===== config.mk =====
export PLATFORM = sky130hd
export DESIGN_NAME = pe_array_scheduler
export DESIGN_NICKNAME = d
export VERILOG_FILES = /design/src/rtl/pe_array_scheduler_pkg.sv /design/src/rtl/pe_array_scheduler_result_skid.sv /design/src/rtl/pe_array_scheduler.sv
export SDC_FILE = /design/constraint.sdc
export NUM_CORES = 1
export LEC_CHECK = 0
export ABC_AREA = 1
export CAP_MARGIN = 20
export CORE_MARGIN = 5
export CORE_UTILIZATION = 38
export DETAILED_ROUTE_END_ITERATION = 10
export PLACE_DENSITY = 0.75
export SLEW_MARGIN = 20
export SYNTH_ARGS = -nofsm -noshare
export SYNTH_HDL_FRONTEND = slang
export SYNTH_SLANG_ARGS = --single-unit

===== constraint.sdc =====
create_clock -name clk -period 2.1 [get_ports clk]
set_clock_uncertainty 0.15 [all_clocks]
set_input_delay 0.21 -clock clk [delete_from_list [all_inputs] [get_ports clk]]
set_output_delay 0.21 -clock clk [all_outputs]
set_load 0.02 [all_outputs]

===== src/rtl/pe_array_scheduler_pkg.sv =====
// Shared widths, activation-type encodings and index-width helper for the
// PE array scheduler slice.
package pe_array_scheduler_pkg;

  localparam int PE_ACC_W  = 40;
  localparam int PE_DATA_W = 16;

  typedef enum logic [1:0] {
    ACT_NONE    = 2'b00,
    ACT_RELU    = 2'b01,
    ACT_SIGMOID = 2'b10,
    ACT_TANH    = 2'b11
  } act_type_e;

  typedef struct packed {
    logic [PE_DATA_W-1:0] in_data;
    logic [PE_DATA_W-1:0] wt_data;
  } operand_t;

  // Bits needed to index n PEs; never less than one so a 1-bit pointer exists.
  function automatic int idx_width(input int n);
    int w = 1;
    while ((1 << w) < n) w = w + 1;
    return w;
  endfunction

endpackage


===== src/rtl/pe_array_scheduler_result_skid.sv =====
// One-entry result register between the PE collection point and writeback.
module pe_result_skid
  import pe_array_scheduler_pkg::*;
#(
  parameter int TAG_W = 8,
  parameter int IDX_W = 2
) (
  input  logic                clk,
  input  logic                rst,
  input  logic                in_valid,
  output logic                in_ready,
  input  logic [PE_ACC_W-1:0] in_data,
  input  logic [TAG_W-1:0]    in_tag,
  input  logic [IDX_W-1:0]    in_pe,
  output logic                out_valid,
  input  logic                out_ready,
  output logic [PE_ACC_W-1:0] out_data,
  output logic [TAG_W-1:0]    out_tag,
  output logic [IDX_W-1:0]    out_pe
);

  assign in_ready = !out_valid || out_ready;

  // A new capture overwrites the slot; otherwise a consumed result empties it.
  always_ff @(posedge clk) begin
    if (rst) begin
      out_valid <= 1'b0;
      out_data  <= '0;
      out_tag   <= '0;
      out_pe    <= '0;
    end else if (in_valid) begin
      out_valid <= 1'b1;
      out_data  <= in_data;
      out_tag   <= in_tag;
      out_pe    <= in_pe;
    end else if (out_ready) begin
      out_valid <= 1'b0;
    end
  end

endmodule


===== src/rtl/pe_array_scheduler.sv =====
// Round-robin dispatch/collect controller for NUM_PE shared processing
// elements; results return in job-accept order with their tags.
module pe_array_scheduler
  import pe_array_scheduler_pkg::*;
#(
  parameter int  NUM_PE = 4,
  parameter int  TAG_W  = 8,
  localparam int IDX_W  = idx_width(NUM_PE)
) (
  input  logic                       clk,
  input  logic                       rst,
  input  logic                       job_valid,
  output logic                       job_ready,
  input  logic [PE_DATA_W-1:0]       job_input,
  input  logic [PE_DATA_W-1:0]       job_weight,
  input  logic [TAG_W-1:0]           job_tag,
  output logic [NUM_PE-1:0]          pe_in_valid,
  output logic [NUM_PE-1:0]          pe_wt_valid,
  output logic [PE_DATA_W-1:0]       pe_in_data,
  output logic [PE_DATA_W-1:0]       pe_wt_data,
  input  logic [NUM_PE-1:0]          pe_in_ready,
  input  logic [NUM_PE-1:0]          pe_wt_ready,
  input  logic [PE_ACC_W*NUM_PE-1:0] pe_out_data,
  input  logic [NUM_PE-1:0]          pe_out_valid,
  output logic [NUM_PE-1:0]          pe_out_ready,
  output logic                       res_valid,
  input  logic                       res_ready,
  output logic [PE_ACC_W-1:0]        res_data,
  output logic [TAG_W-1:0]           res_tag,
  output logic [IDX_W-1:0]           res_pe,
  input  logic [1:0]                 cfg_act_type,
  input  logic                       cfg_act_we,
  output logic [1:0]                 pe_act_type,
  output logic                       idle
);

  logic                 disp_v;
  operand_t             disp_op;
  logic [IDX_W-1:0]     disp_tgt;
  logic [IDX_W-1:0]     disp_ptr;
  logic [IDX_W-1:0]     gnt_ptr;
  logic [NUM_PE-1:0]    busy;
  logic [TAG_W-1:0]     tag_q [NUM_PE];
  act_type_e            act_q;
  act_type_e            act_pend_val;
  logic                 act_pend;
  logic                 disp_fire;
  logic                 job_fire;
  logic                 cap_fire;
  logic                 res_in_ready;
  logic [PE_ACC_W-1:0]  cap_data;

  // The oldest PE is held off while its own dispatch is still pending so a
  // stale result can never be collected against a freshly issued job.
  always_comb begin
    disp_fire    = disp_v & pe_in_ready[disp_tgt] & pe_wt_ready[disp_tgt];
    job_ready    = !rst & (!disp_v | disp_fire) & !busy[disp_ptr] & !act_pend;
    job_fire     = job_valid & job_ready;
    pe_in_valid  = '0;
    pe_in_valid[disp_tgt] = disp_v;
    pe_out_ready = '0;
    pe_out_ready[gnt_ptr] = busy[gnt_ptr] & !(disp_v & (disp_tgt == gnt_ptr)) & res_in_ready;
    cap_fire     = pe_out_valid[gnt_ptr] & pe_out_ready[gnt_ptr];
    cap_data     = pe_out_data[int'(gnt_ptr) * PE_ACC_W +: PE_ACC_W];
  end

  assign pe_wt_valid = pe_in_valid;
  assign pe_in_data  = disp_op.in_data;
  assign pe_wt_data  = disp_op.wt_data;
  assign pe_act_type = act_q;
  assign idle        = !disp_v & ~|busy & !res_valid;

  always_ff @(posedge clk) begin
    if (rst) begin
      disp_v   <= 1'b0;
      disp_op  <= '0;
      disp_tgt <= '0;
      disp_ptr <= '0;
    end else if (job_fire) begin
      disp_v   <= 1'b1;
      disp_op  <= {job_input, job_weight};
      disp_tgt <= disp_ptr;
      disp_ptr <= disp_ptr + 1'b1;
    end else if (disp_fire) begin
      disp_v   <= 1'b0;
    end
  end

  // Capture clears before accept sets, so a shared index ends up busy.
  always_ff @(posedge clk) begin
    if (rst) begin
      busy    <= '0;
      gnt_ptr <= '0;
      for (int i = 0; i < NUM_PE; i++) tag_q[i] <= '0;
    end else begin
      if (cap_fire) begin
        busy[gnt_ptr] <= 1'b0;
        gnt_ptr       <= gnt_ptr + 1'b1;
      end
      if (job_fire) begin
        busy[disp_ptr]  <= 1'b1;
        tag_q[disp_ptr] <= job_tag;
      end
    end
  end

  always_ff @(posedge clk) begin
    if (rst) begin
      act_q        <= ACT_NONE;
      act_pend     <= 1'b0;
      act_pend_val <= ACT_NONE;
    end else if (cfg_act_we && idle) begin
      act_q    <= act_type_e'(cfg_act_type);
      act_pend <= 1'b0;
    end else if (cfg_act_we) begin
      act_pend     <= 1'b1;
      act_pend_val <= act_type_e'(cfg_act_type);
    end else if (act_pend && idle) begin
      act_q    <= act_pend_val;
      act_pend <= 1'b0;
    end
  end

  pe_result_skid #(
    .TAG_W (TAG_W),
    .IDX_W (IDX_W)
  ) u_skid (
    .clk       (clk),
    .rst       (rst),
    .in_valid  (cap_fire),
    .in_ready  (res_in_ready),
    .in_data   (cap_data),
    .in_tag    (tag_q[gnt_ptr]),
    .in_pe     (gnt_ptr),
    .out_valid (res_valid),
    .out_ready (res_ready),
    .out_data  (res_data),
    .out_tag   (res_tag),
    .out_pe    (res_pe)
  );

endmodule


**Word-level counts from Yosys, hierarchy flattened**

Memories as Yosys holds them, arrays and structs flattened. A register that Yosys moved wholly into a read port is not among the register bits.
Index checks and enable logic that the tools add are counted.

- Register bits after elaboration: 91
- Bits in writable memories: 32
- Output and inout port bits: 99
- Memories kept: 1

- Add/subtract/negate cells: 2
- $mul: 1
- $lt $le $gt $ge: 6
- Equality and inequality tests: 2
- Shift operators: 1
- Multiplexer cells: 38
- Bitwise gates (word level): 19
- Reduce and logical (&&, ||, !) cells: 22

Memory list:

| memory | depth | bits a word | rd ports | clocked after Yosys merged registers in | write ports | line | RTL |
|---|---|---|---|---|---|---|---|
| tag_q | 4 | 8 | 1 | 1 | 4 | pe_array_scheduler.sv:43 | `logic [TAG_W-1:0] tag_q [NUM_PE];` |

Operators by type and width:

| operator | count |
|---|---|
| indexed part select 160 x 9 -> 40 bit | 1 |
| 2-to-1 mux 1 bit | 21 |
| bitwise AND 1 bit | 12 |
| bitwise AND 4 bit | 3 |
| binary-select mux 1 bit (select 2 bit) | 6 |
| 2-to-1 mux 4 bit | 3 |
| less-than comparator 2 x 3 -> 1 bit (second input constant) | 3 |
| 2-to-1 mux 2 bit | 4 |
| 2-to-1 mux 8 bit | 1 |
| nonzero test 2 bit | 4 |
| OR reduction 8 bit | 1 |
| logical NOT 1 bit | 7 |
| demux 1 bit (select 2 bit) | 3 |
| >= comparator 2 x 1 -> 1 bit (second input constant) | 3 |
| logical AND 1 bit | 5 |
| multiplier 2 x 3 -> 5 bit (second input constant) | 1 |
| adder 2 x 1 -> 2 bit (second input constant) | 2 |
| NOT 4 bit | 1 |
| bitwise OR 4 bit | 1 |
| AND reduction 2 bit | 2 |
| OR reduction 4 bit | 1 |
| == test 2 bit | 1 |
| inequality test 2 x 1 -> 1 bit (second input constant) | 1 |
| OR reduction 2 bit | 1 |
| other kinds (3) | 3 |

**Logic depth before layout (Yosys ltp)**

- Depth in word-level cells: 14
- Gate-level depth with buffers: 15

**Hierarchy**

Synthesis repeated with hierarchy kept, for this count alone.

- Cells, all modules: 880
- Area total of the unflattened synthesis: 6436.2 µm²

By module, submodules not included:

| module | times used | cells each | area each (µm²) | sequential area each (µm²) |
|---|---|---|---|---|
| pe_array_scheduler | 1 | 659 | 4670.7 | 1961.9 |
| pe_result_skid | 1 | 221 | 1765.4 | 1021.0 |

**Worst setup path before layout**

No wires, ideal clock.

- Path type: register -> register
- Start point: register disp_tgt[0]
- End point: memory tag_q[3][0] (enable)
- Library setup time: 370 ps
- Arrival time: 1716 ps
- Slack: -136 ps
- Stages on the path, launching flop included: 14
- Path buffers: 2
- Cells stage by stage: dfxtp_1 -> buf_2 -> inv_2 -> nand3_1 -> nand4_1 -> nand2_1 -> nand2_1 -> and2_4 -> nand2_4 -> inv_2 -> buf_4 -> nand2_1 -> nand2_1 -> nor2_1

RTL lines:

| item | line | RTL |
|---|---|---|
| from (decl) | pe_array_scheduler.sv:39 | `logic [IDX_W-1:0] disp_tgt;` |
| from (signal assigned) | pe_array_scheduler.sv:82 | `disp_tgt <= disp_ptr;` |
| to (decl) | pe_array_scheduler.sv:43 |  |

**Final worst setup path**

- Start point: register gnt_ptr[0]
- End point: output pe_out_ready[2]

- Word-level cells in the longest chain between the ends: 6
- Elaborated cells on any way between the ends: 13

RTL lines:

| item | line | RTL |
|---|---|---|
| from (decl) | pe_array_scheduler.sv:41 | `logic [IDX_W-1:0] gnt_ptr;` |
| from (signal assigned) | pe_array_scheduler.sv:98 | `gnt_ptr <= gnt_ptr + 1'b1;` |
| branches (longest 5 deep; another with less-than comparator 2 x 3 -> 1 bit) | -- |  |
| bitwise AND 4 bit (no source line) * | -- |  |
| to (decl) | pe_array_scheduler.sv:25 | `output logic [NUM_PE-1:0] pe_out_ready,` |

Mark *: on every way between the ends. The select of a mux whose other input is x is not followed.

==> insert_results.sql <==
INSERT INTO impl_metrics (metric_group, metric, value, unit) VALUES
('critical_path', 'timing.setup.critical_path_class', 'register to primary output', ''),
('grt', 'antenna_violations_before_repair', '0', ''),
('critical_path', 'worst_r2r_path_cells', '12', ''),
('timing', 'final.period_utilization', '95.18', '%'),
('grt', 'grt_max_degree', '97', ''),
('timing', 'fmaxAchievable', '500.3', 'MHz'),
('pwr', 'total_power', '15.35', 'mW'),
('route', 'dr_total_vias', '7336', ''),
('pwr', 'power_leakage', '4.717', 'nW'),
('timing', 'grt_setup_unrepaired', 'true', ''),
('cts', 'worst_skew_pair.late_latency', '410', 'ps'),
('logic_synthesis', 'postSynthCellCount', '953', ''),
('layout', 'post_route_cells_drive_above_1_share', '9.262', '%'),
('timing', 'slew_viol_final', '0', ''),
('floorplanning', 'placement_rows', '48', ''),
('placed_design', 'place_congestion', '0.8673', ''),
('route', 'routed_wl', '24490', 'µm'),
('logic_synthesis', 'yosys_warnings', '0', ''),
('critical_path', 'worst-r2r-setup-slack', '140', 'ps'),
('cts', 'numClockSinks', '131', ''),
('logic_synthesis', 'share_of_the_yosys_chip_area_belonging_to_registers', '43.51', '%'),
('cts', 'post_cts.repair.setup_buffers', '0', ''),
('placed_design', 'place_hpwl', '18280', 'µm'),
('critical_path', 'setup.worst_path.start_class', 'register', ''),
('run_status', 'run_status', 'finished, final reports clean', ''),
('critical_path', 'worst_r2r_startpoint', 'disp_tgt[0]', ''),
('floorplanning', 'core', '0.01736', 'mm²'),
('placed_design', 'port-buffer-count', '317', ''),
('timing', 'tightest_slew', '458.9', 'ps'),
('route', 'postRouteAntennaNets', '0', ''),
('grt', 'global_route.usage.met3', '7.121', '%'),
('timing', 'final_hold_viol_count', '0', ''),
('timing', 'slew_headroom', '69.40', '%'),
('floorplanning', 'chipHeight', '143.4', 'µm'),
('logic_synthesis', 'synth_cell_types', '34', ''),
('cts', 'cts_buffer_depth', '2', ''),
('cts', 'htree_levels', '4', ''),
('cts', 'holdBufCountCts', '0', ''),
('logic_synthesis', 'yosys_register_bits', '131', ''),
('grt', 'grt_util_met2', '38.84', '%'),
('layout', 'mostFrequentLayoutCells', 'clkdlybuf4s50_1, nand2_1, nor2_1, dfxtp_1, o21ai_0', ''),
('pwr', 'vdd.ir_drop.worst', '0.0007347', 'V'),
('critical_path', 'setup.worst_path.start', 'gnt_ptr[0]', ''),
('floorplanning', 'fp.dieW', '143.4', 'µm'),
('critical_path', 'crit_arrival', '1640', 'ps'),
('min_path', 'whs_path_depth', '3', ''),
('timing', 'finalWorstPathRequiredPeriod', '1999', 'ps'),
('layout', 'design.final.nets', '1488', ''),
('job', 'timing.max_cap.violations', '0', ''),
('grt', 'first_global_vias', '6857', ''),
('logic_synthesis', 'postSynthAreaPerCell', '7.098', 'µm²'),
('grt', 'grt_remaining_overflow', '0', ''),
('layout', 'final_antenna_diode_count', '0', ''),
('logic_synthesis', 'post_synthesis_net_count', '1180', ''),
('grt', 'total_routing_resource_utilization_after_global_routing', '22.55', '%'),
('cts', 'cts_made_buffers', '17', ''),
('route', 'drt-wirelength-per-cell', '16.34', 'µm'),
('floorplanning', 'initial_utilization', '38.97', '%'),
('min_path', 'hp-class', 'input pin to register', ''),
('route', 'viasPerCell', '4.894', ''),
('logic_synthesis', 'synthesis.area', '0.006764', 'mm²'),
('grt', 'grt.busiest_layer', 'met2', ''),
('critical_path', 'end_kind', 'primary output', ''),
('layout', 'final_common_cell', 'clkdlybuf4s50_1', ''),
('cts', 'clkSlewWorstSetupHoldPaths', '60', 'ps'),
('placed_design', 'numPlacedInstances', '1466', ''),
('layout', 'layout.cells.non_filler', '1499', ''),
('pwr', 'p_per_area', '1415', 'mW/mm²'),
('layout', 'syn2layout_area_growth', '60.34', '%'),
('critical_path', 'critical_path_required', '1740', 'ps'),
('cts', 'clock_tree_from_tritoncts', 'built', ''),
('critical_path', 'setup.worst_path.end', 'pe_out_ready[2]', ''),
('timing', 'setup_violations', '0', ''),
('floorplanning', 'io_pins', '318', ''),
('critical_path', 'critical_path_maximum_fanout', '7', ''),
('route', 'number_of_drc_markers_in_iteration_0', '438', ''),
('grt', 'wire_length_of_the_first_global_routing_pass', '36560', 'µm'),
('critical_path', 'terminus_of_the_critical_flop_to_flop_path', 'tag_q[1][0]', ''),
('grt', 'global_routing_usage_on_met1', '26.13', '%'),
('route', 'firstDrtPassIters', '5', ''),
('route', 'drc_errors', '0', ''),
('cts', 'cts_root_buffer', 'clkbuf_16', ''),
('placed_design', 'dpl-instance-area', '0.01021', 'mm²'),
('layout', 'finalInstanceArea', '0.01085', 'mm²'),
('floorplanning', 'die_area', '0.02057', 'mm²');
## power by group
part,internal (mW),switching [mW],total (mW)
clock,1.89,1.14,3.03
sequential,3.52,0.495,4.01
combinational,3.49,4.82,8.31
total,8.89,6.46,15.3
## logic make-up (layout without fill, tap and decap cells)
group | Yosys count | in the layout | share of synthesized area, %
AOI/OAI and AO/OA | 148 | 148 | 12.99
adders and majority gates | 8 | 8 | 1.480
buffers and inverters | 124 | 445 | 8.860
DFF | 131 | 131 | 43.51
and+or+nand+nor | 542 | 542 | 33.17
## repair_timing
| action | CTS | global route |
|---|---|---|
| cloned | 0 | 1 |
| gates resized for setup | 31 | 16 |
| pin swaps | 0 | 1 |
| setup endpoints to repair | 33 | 64 |
## how the worst min path moves through the flow
stage	end	start	slack [ps]
floorplan	pe_wt_data[0]	job_weight[0]	170
global placement	u_skid.out_pe[1]	u_skid.out_pe[1]	300
detailed placement	pe_wt_data[7]	pe_wt_data[7]	310
CTS	pe_wt_data[13]	job_weight[13]	170
global route	pe_wt_data[13]	job_weight[13]	170
finish	pe_wt_data[13]	job_weight[13]	190
## final cells by class
type,count,area (µm²)
fillers,1565,6511
multi-input cells,698,3251
flip-flops and latches,131,2955
well taps,225,281.5
inverters,53,210.2
repair buffers,359,3533
repair inverters,1,7.507
clock buffers,18,430.4
clock inverters,14,176.4
## worst max-delay path, cell delays in order (launching register included)
cell and delay (ps):
dfxtp_4 420, inv_4 90, a21oi_1 160, nand3_2 170, and3_1 230, buf_2 160
## sequential cells by signal, indices dropped and copies added, names as in the netlist, 2 cells and up
register and flops:
u_skid.out_data 40, tag_q 32, pe_in_data 16, pe_wt_data 16
u_skid.out_tag 8, busy 4, act_pend_val 2, disp_ptr 2
disp_tgt 2, gnt_ptr 2, pe_act_type 2, u_skid.out_pe 2
## synth_stat cells, drive strengths merged
cell	number	share of area, %
nand2	261	15
nor2	212	12
dfxtp	99	29
o21ai	69	5.1
inv	52	3.0
nand3	48	4.0
clkbuf	36	2.0
buf	35	3.8
o22ai	34	3.1
edfxtp	32	14
a21oi	25	1.8
a32o	18	2.7
nand3b	10	1.1
ha	8	1.5
nor3	5	0.37
nand4	4	0.37
and2	1	0.13
and3	1	0.093
clkinv	1	0.055
o211ai	1	0.11
o21bai	1	0.11
## routing by layer
metal	part of all wire, %	vias up
met5	0	-
met4	3.5	0
met3	8.4	32
met2	49	262
met1	40	3328
li1	-	3714
## metrics by stage
stage          setup WS [ps]  hold WS, ps  util [%]  setup TNS, ps
2_1_floorplan         -30.86        170.5         -         -508.6
6_report               101.3        189.9     62.49              0
3_5_place_dp          -165.2        307.8     58.81          -2838
3_3_place_gp          -99.36        297.0     58.81          -1346
4_1_cts                11.09        165.3     62.39              0
5_1_grt               -7.362        169.5     62.49         -7.526
(Power assumes the default switching activity.)
